File: config.mk
export PLATFORM = sky130hd
export DESIGN_NAME = seg_scan_ctrl
export DESIGN_NICKNAME = d
export VERILOG_FILES = /design/src/rtl/seg_scan_ctrl_pkg.sv /design/src/rtl/seg_scan_ctrl_hex7seg.sv /design/src/rtl/seg_scan_ctrl.sv
export SDC_FILE = /design/constraint.sdc
export NUM_CORES = 1
export LEC_CHECK = 0
export BUFFER_PORTS_ARGS = -buffer_cell sky130_fd_sc_hd__buf_4
export CORE_MARGIN = 1.5
export CORE_UTILIZATION = 55
export DETAILED_ROUTE_END_ITERATION = 16
export GPL_TIMING_DRIVEN = 1
export PLACE_DENSITY_LB_ADDON = 0.2
export SKIP_CTS_REPAIR_TIMING = 1
export SLEW_MARGIN = 20
export SYNTH_ARGS = -nofsm -noshare
export SYNTH_HDL_FRONTEND = slang
export SYNTH_SLANG_ARGS = --single-unit
File: constraint.sdc
create_clock -name clk -period 2.9 [get_ports clk]
set_clock_uncertainty 0.15 [all_clocks]
set_input_delay 0.435 -clock clk [delete_from_list [all_inputs] [get_ports clk]]
set_output_delay 0.435 -clock clk [all_outputs]
set_load 0.05 [all_outputs]
File: src/rtl/seg_scan_ctrl_pkg.sv
// Shared constants for the 8-digit 7-segment scan controller.
// Latency: n/a (constants only).
// Backpressure: n/a.
//
// Holds the register-select encodings, the CTRL reset value and the
// hex-to-segment table (gfedcba, active high).
package seg_scan_ctrl_pkg;

  localparam logic SEL_DATA = 1'b0;
  localparam logic SEL_CTRL = 1'b1;

  // CTRL[7:0] = digit enable mask, CTRL[15:8] = dp mask, upper half unused.
  localparam logic [31:0] CTRL_RST = 32'h0000_00FF;

  // Index n holds the segment pattern for hex digit n; element 15 is listed first.
  localparam logic [15:0][6:0] HEX_SEG = {
    7'h71, 7'h79, 7'h5E, 7'h39, 7'h7C, 7'h77, 7'h6F, 7'h7F,
    7'h07, 7'h7D, 7'h6D, 7'h66, 7'h4F, 7'h5B, 7'h06, 7'h3F
  };

endpackage

File: src/rtl/seg_scan_ctrl_hex7seg.sv
// Hex nibble to 7-segment pattern decoder (gfedcba, active high).
// Latency: purely combinational.
// Backpressure: none.
//
// Ports:
//   nib_i  4-bit hex digit
//   seg_o  7-bit segment pattern, bit 0 = a ... bit 6 = g
module seg_scan_ctrl_hex7seg
  import seg_scan_ctrl_pkg::*;
(
  input  logic [3:0] nib_i,
  output logic [6:0] seg_o
);

  assign seg_o = HEX_SEG[nib_i];

endmodule

File: src/rtl/seg_scan_ctrl.sv
// Memory-mapped 8-digit 7-segment scan controller with blanking.
// Latency: outputs registered, 1 cycle after scan/register state change.
// Backpressure: none; every write strobe is accepted immediately.
//
// Ports:
//   clk, rst_n          clock, async active-low reset
//   wen_i, sel_i        write strobe and register select (0 DATA, 1 CTRL)
//   wdata_i / rdata_o   write data / combinational readback of selected reg
//   led_en_o            active-low digit enables, bit i = digit i
//   led_ca_o..led_cg_o  active-low segments a..g
//   led_dp_o            active-low decimal point
module seg_scan_ctrl
  import seg_scan_ctrl_pkg::*;
#(
  parameter int SCAN_CYCLES  = 20000,
  parameter int BLANK_CYCLES = 200
) (
  input  logic        clk,
  input  logic        rst_n,
  input  logic        wen_i,
  input  logic        sel_i,
  input  logic [31:0] wdata_i,
  output logic [31:0] rdata_o,
  output logic [7:0]  led_en_o,
  output logic        led_ca_o,
  output logic        led_cb_o,
  output logic        led_cc_o,
  output logic        led_cd_o,
  output logic        led_ce_o,
  output logic        led_cf_o,
  output logic        led_cg_o,
  output logic        led_dp_o
);

  localparam int CNT_W = $clog2(SCAN_CYCLES);
  localparam logic [CNT_W-1:0] CNT_LAST  = CNT_W'(SCAN_CYCLES - 1);
  localparam logic [CNT_W-1:0] BLANK_END = CNT_W'(BLANK_CYCLES);

  logic [31:0]      data_q;
  logic [7:0]       en_mask_q;
  logic [7:0]       dp_mask_q;
  logic [CNT_W-1:0] cnt;
  logic [2:0]       idx;

  logic [3:0]       nibble;
  logic [6:0]       seg_hi;
  logic             blank;
  logic [7:0]       en_nxt;

  logic [7:0]       led_en_q;
  logic [6:0]       seg_q;
  logic             dp_q;

  // Register file.
  always_ff @(posedge clk or negedge rst_n) begin
    if (!rst_n) begin
      data_q    <= '0;
      en_mask_q <= CTRL_RST[7:0];
      dp_mask_q <= CTRL_RST[15:8];
    end else if (wen_i) begin
      if (sel_i == SEL_CTRL) begin
        en_mask_q <= wdata_i[7:0];
        dp_mask_q <= wdata_i[15:8];
      end else begin
        data_q <= wdata_i;
      end
    end
  end

  assign rdata_o = (sel_i == SEL_DATA) ? data_q : {16'h0, dp_mask_q, en_mask_q};

  // Scan position; free-running regardless of the enable mask so that the
  // digit rotation never drifts when digits are masked off.
  always_ff @(posedge clk or negedge rst_n) begin
    if (!rst_n) begin
      cnt <= '0;
      idx <= '0;
    end else if (cnt == CNT_LAST) begin
      cnt <= '0;
      idx <= idx + 3'd1;
    end else begin
      cnt <= cnt + 1'b1;
    end
  end

  assign nibble = data_q[{idx, 2'b00} +: 4];

  seg_scan_ctrl_hex7seg u_hex7seg (
    .nib_i (nibble),
    .seg_o (seg_hi)
  );

  // Leading blank cycles of each slot let the previous digit's driver turn
  // off before the next one lights, which avoids ghosting.
  assign blank  = (cnt < BLANK_END) || !en_mask_q[idx];
  assign en_nxt = blank ? 8'hFF : ~(8'h01 << idx);

  // Output registers: idx and DATA are sampled together, so a write that
  // lands on a slot wrap can never show a mixed digit.
  always_ff @(posedge clk or negedge rst_n) begin
    if (!rst_n) begin
      led_en_q <= 8'hFF;
      seg_q    <= 7'h7F;
      dp_q     <= 1'b1;
    end else begin
      led_en_q <= en_nxt;
      seg_q    <= ~seg_hi;
      dp_q     <= ~dp_mask_q[idx];
    end
  end

  assign led_en_o = led_en_q;
  assign led_ca_o = seg_q[0];
  assign led_cb_o = seg_q[1];
  assign led_cc_o = seg_q[2];
  assign led_cd_o = seg_q[3];
  assign led_ce_o = seg_q[4];
  assign led_cf_o = seg_q[5];
  assign led_cg_o = seg_q[6];
  assign led_dp_o = dp_q;

endmodule

==> flow_metrics.env <==
export IMPL_tritoncts="done"
export IMPL_synth_seq_cells=82
export IMPL_finalSetupViolations=0
export IMPL_number_of_cts_inserted_buffers=9
export IMPL_fp_dieH_microns=89.4
export IMPL_drt_first_iter_violations=101
export IMPL_route_detailed_drc=0
export IMPL_design_die_area_sq_um=8000
export IMPL_synthSimpleGateAreaFrac=0.0968
export IMPL_synth_cell_type_count=40
export IMPL_via_count=2645
export IMPL_vdd_ir_drop_worst_uv=392
export IMPL_n_antenna_cell=0
export IMPL_layout_worst_path_cycle_share=0.835
export IMPL_gate_count_of_the_mapped_netlist=304
export IMPL_static_leakage_power_uw=0.00221
export IMPL_critPathMaxFanout=15
export IMPL_yosys_area_share_xor_xnor=0.0298
export IMPL_routed_wire_length_per_instance_microns=16.8
export IMPL_core_sq_um=7250
export IMPL_vias_per_cell=5.37
export IMPL_synth_sequential_area_ratio=0.507
export IMPL_filler_cell_count=515
export IMPL_floorplan_rows=31
export IMPL_synth_top_family_by_area="multiplexers"
export IMPL_totalWireLength_mm=8.31
export IMPL_drtPass1Iterations=4
export IMPL_critical_path_slowest_cell="mux4_1"
export IMPL_compound_gate_portion_of_the_synthesized_area=0.0180
export IMPL_io_pins=84
export IMPL_criticalPathCategory="flop to flop"
export IMPL_gr_usage_all_layers=0.226
export IMPL_worst_setup_path_start_kind="flop"
export IMPL_instances_no_fill=493
export IMPL_area_growth_pct=23.4
export IMPL_detailed_place_hpwl_mm=5.93
export IMPL_worst_slew_margin_relative_to_its_limit=0.503
export IMPL_finalCriticalPeriod_ns=2.42
export IMPL_syn_num_nets=353
export IMPL_timing_final_hold_violations=0
export IMPL_layout_nets=438
export IMPL_final_setup_tns_ns=0
export IMPL_worst_slew_pin_transition_ns=0.743
export IMPL_initial_antenna_violation_count=0
export IMPL_clkTransAtPathRegs_ns=0.08
export IMPL_power_density_nw_per_um2=639
export IMPL_arrival_ns=2.54
export IMPL_synth_area_sq_um=4110
export IMPL_outcome="finished clean"
export IMPL_cts_sinks=82
export IMPL_postSynthAreaPerCell_sq_um=13.5
export IMPL_mux_share_of_post_synthesis_cell_area=0.282
export IMPL_max_buffers_root_to_sink=2
export IMPL_clock_tree_htree_level_count=3
export IMPL_path_cells="buf_4, mux4_1, mux2i_2, xnor2_1, a211oi_2"
export IMPL_ys_warn_count=0
export IMPL_grt_setup_unrepaired="false"
export IMPL_min_delay_path_class="primary input to flop"
export IMPL_crit_path_capture_type="flop"
export IMPL_place_inst=476
export IMPL_maxCapViolCount=0
export IMPL_finalMaxSlewViolations=0
export IMPL_routabilityCongestion=0.865
export IMPL_floorplan_initialDensity=0.566
export IMPL_worst_skew_pair_late_latency_ns=0.35
export IMPL_required_ns=3.02
export IMPL_vias_in_the_first_global_route=2644
export IMPL_drive_gt1_frac=0.530
export IMPL_buffer_ports_inserted=83
export IMPL_ctsRootBufferMaster="clkbuf_8"
export IMPL_pin_count_of_the_biggest_net_entering_global_routing=50
export IMPL_cp_max_stage_delay_ns=0.62
export IMPL_synth_fa_ha_area_frac=0.0396
export IMPL_first_pass_grt_wire_length_mm=13.4
export IMPL_globalRouteOverflowTotal=0
export IMPL_max_freq_mhz=413
export IMPL_die_w_microns=89.4
export IMPL_ant_nets=0
==> metrics by stage <==
| step | utilization | cell area, sq um | setup WS, ns | total power [uW] | hold slack, ns |
|---|---|---|---|---|---|
| after global routing | 0.699 | 5070 | 0.331 | 3370 | 0.146 |
| after detailed placement | 0.665 | 4820 | 0.495 | 2310 | 0.265 |
| after CTS | 0.698 | 5060 | 0.471 | 3260 | -0.109 |
| after floorplan | - | 4110 | 0.620 | 2030 | -0.0106 |
| after global placement | 0.665 | 4820 | 0.569 | 2300 | 0.258 |
| final | 0.699 | 5070 | 0.479 | 3240 | 0.167 |
==> cell usage in the layout (no fill, tap or decap), drive strengths merged <==
master	count
o31ai	1
or3	2
clkinv	1
o32ai	1
clkinvlp	1
mux4	12
nor3b	4
bufinv	2
dfstp	24
inv	8
mux2i	12
o311a	1
a21oi	2
nand3	9
nor2	9
and4	1
nor4	2
dfrtp	58
dlygate4sd3	1
clkbuf	11
xor2	4
nor3	2
or4	2
o22ai	2
ha	13
nor2b	18
buf	88
nand2	18
a211oi	1
xnor2	10
and2	1
and3	2
nand4	4
o21ai	1
a21o	1
mux2	65
==> flip-flops by register name (all words and copies together), names as in the netlist <==
register   flops
seg_q          7
data_q        32
led_en_o       8
en_mask_q      8
led_dp_o       1
idx            3
cnt           15
dp_mask_q      8
==> routing by layer <==
layer,part of all wire,track usage
met3,0.044,0.0572
met1,0.46,0.317
met5,0,0
met4,0.0094,0.0545
met2,0.49,0.355
==> critical path: cells and delay by family, from the launching register on <==
kind,cells,cell delay (ns)
AO/OA/AOI/OAI,1,0.24
XOR/XNOR,1,0.18
buffers and inverters,1,0.26
flip-flops,1,0.34
multiplexers,2,1.17
==> kinds of logic (layout without fill, tap and decap cells) <==
family,count (synthesis),in the layout
xor+xnor,14,14
fa+ha+maj,13,13
mux,89,89
compound gates,10,10
simple gates,74,74
flops,82,82
buf+inv,22,112
==> layout make-up <==
class / instances / area, sq um / share of cell area
Inverter: 7 / 26.3 / 0.00518
Multi-Input combinational cell: 200 / 1920 / 0.378
Tap cell: 99 / 124 / 0.0244
Timing Repair Buffer: 89 / 683 / 0.135
Clock buffer: 11 / 151 / 0.0299
Sequential cell: 82 / 2080 / 0.411
Clock inverter: 5 / 85.1 / 0.0168
==> Yosys cell counts <==
| cell | n | area share |
|---|---|---|
| o311a_1 | 1 | 0.0024 |
| or4_1 | 2 | 0.0037 |
| nor2b_1 | 18 | 0.027 |
| mux2i_1 | 9 | 0.022 |
| and2_1 | 1 | 0.0015 |
| ha_1 | 13 | 0.040 |
| mux2_1 | 2 | 0.0055 |
| mux2_2 | 63 | 0.17 |
| o32ai_1 | 1 | 0.0021 |
| inv_2 | 2 | 0.0018 |
| nor3_1 | 2 | 0.0024 |
| nor3b_1 | 4 | 0.0073 |
| xor2_1 | 4 | 0.0085 |
| mux2i_4 | 2 | 0.011 |
| and4_1 | 1 | 0.0021 |
| o31ai_1 | 1 | 0.0018 |
| a211oi_2 | 1 | 0.0030 |
| dfstp_2 | 24 | 0.15 |
| mux4_2 | 10 | 0.055 |
| xnor2_1 | 10 | 0.021 |
| a21o_1 | 1 | 0.0018 |
| nor4_1 | 1 | 0.0015 |
| a21oi_1 | 2 | 0.0024 |
| clkbuf_1 | 6 | 0.0055 |
| and3_1 | 2 | 0.0030 |
| nand4_1 | 4 | 0.0061 |
| nor2_1 | 9 | 0.0082 |
| mux4_1 | 2 | 0.013 |
| buf_6 | 2 | 0.0055 |
| buf_4 | 2 | 0.0037 |
| nand3_1 | 9 | 0.011 |
| buf_2 | 5 | 0.0061 |
| nand2_1 | 18 | 0.016 |
| mux2i_2 | 1 | 0.0033 |
| nor4_2 | 1 | 0.0030 |
| or3_1 | 2 | 0.0030 |
| o21ai_0 | 1 | 0.0012 |
| o22ai_1 | 2 | 0.0030 |
| dfrtp_1 | 58 | 0.35 |
| inv_1 | 5 | 0.0046 |
==> worst paths after layout <==
kind	from	end	slack, ns	cells after the start
worst min-delay path	wdata_i[18]	data_q[18]$_DFFE_PN0P_	0.17	2
worst max-delay path	idx[0]$_DFFE_PN0N_	seg_q[0]$_DFF_PN1_	0.48	5
worst min register to register	cnt[0]$_DFF_PN0_	cnt[0]$_DFF_PN0_	0.37	1
worst max register to register	idx[0]$_DFFE_PN0N_	seg_q[0]$_DFF_PN1_	0.48	5
max in group asynchronous	rst_n	led_en_o[0]$_DFF_PN1_	1.53	3
min in group asynchronous	rst_n	data_q[1]$_DFFE_PN0P_	0.43	2
==> power by group <==
group / switching (uW) / leakage [uW] / internal [uW]
combinational: 531 / 0.00114 / 358
sequential: 98.9 / 0.000958 / 1300
clock: 413 / 0.000116 / 537
total: 1040 / 0.00221 / 2200
Note: power is estimated with default switching activity, not from simulation.
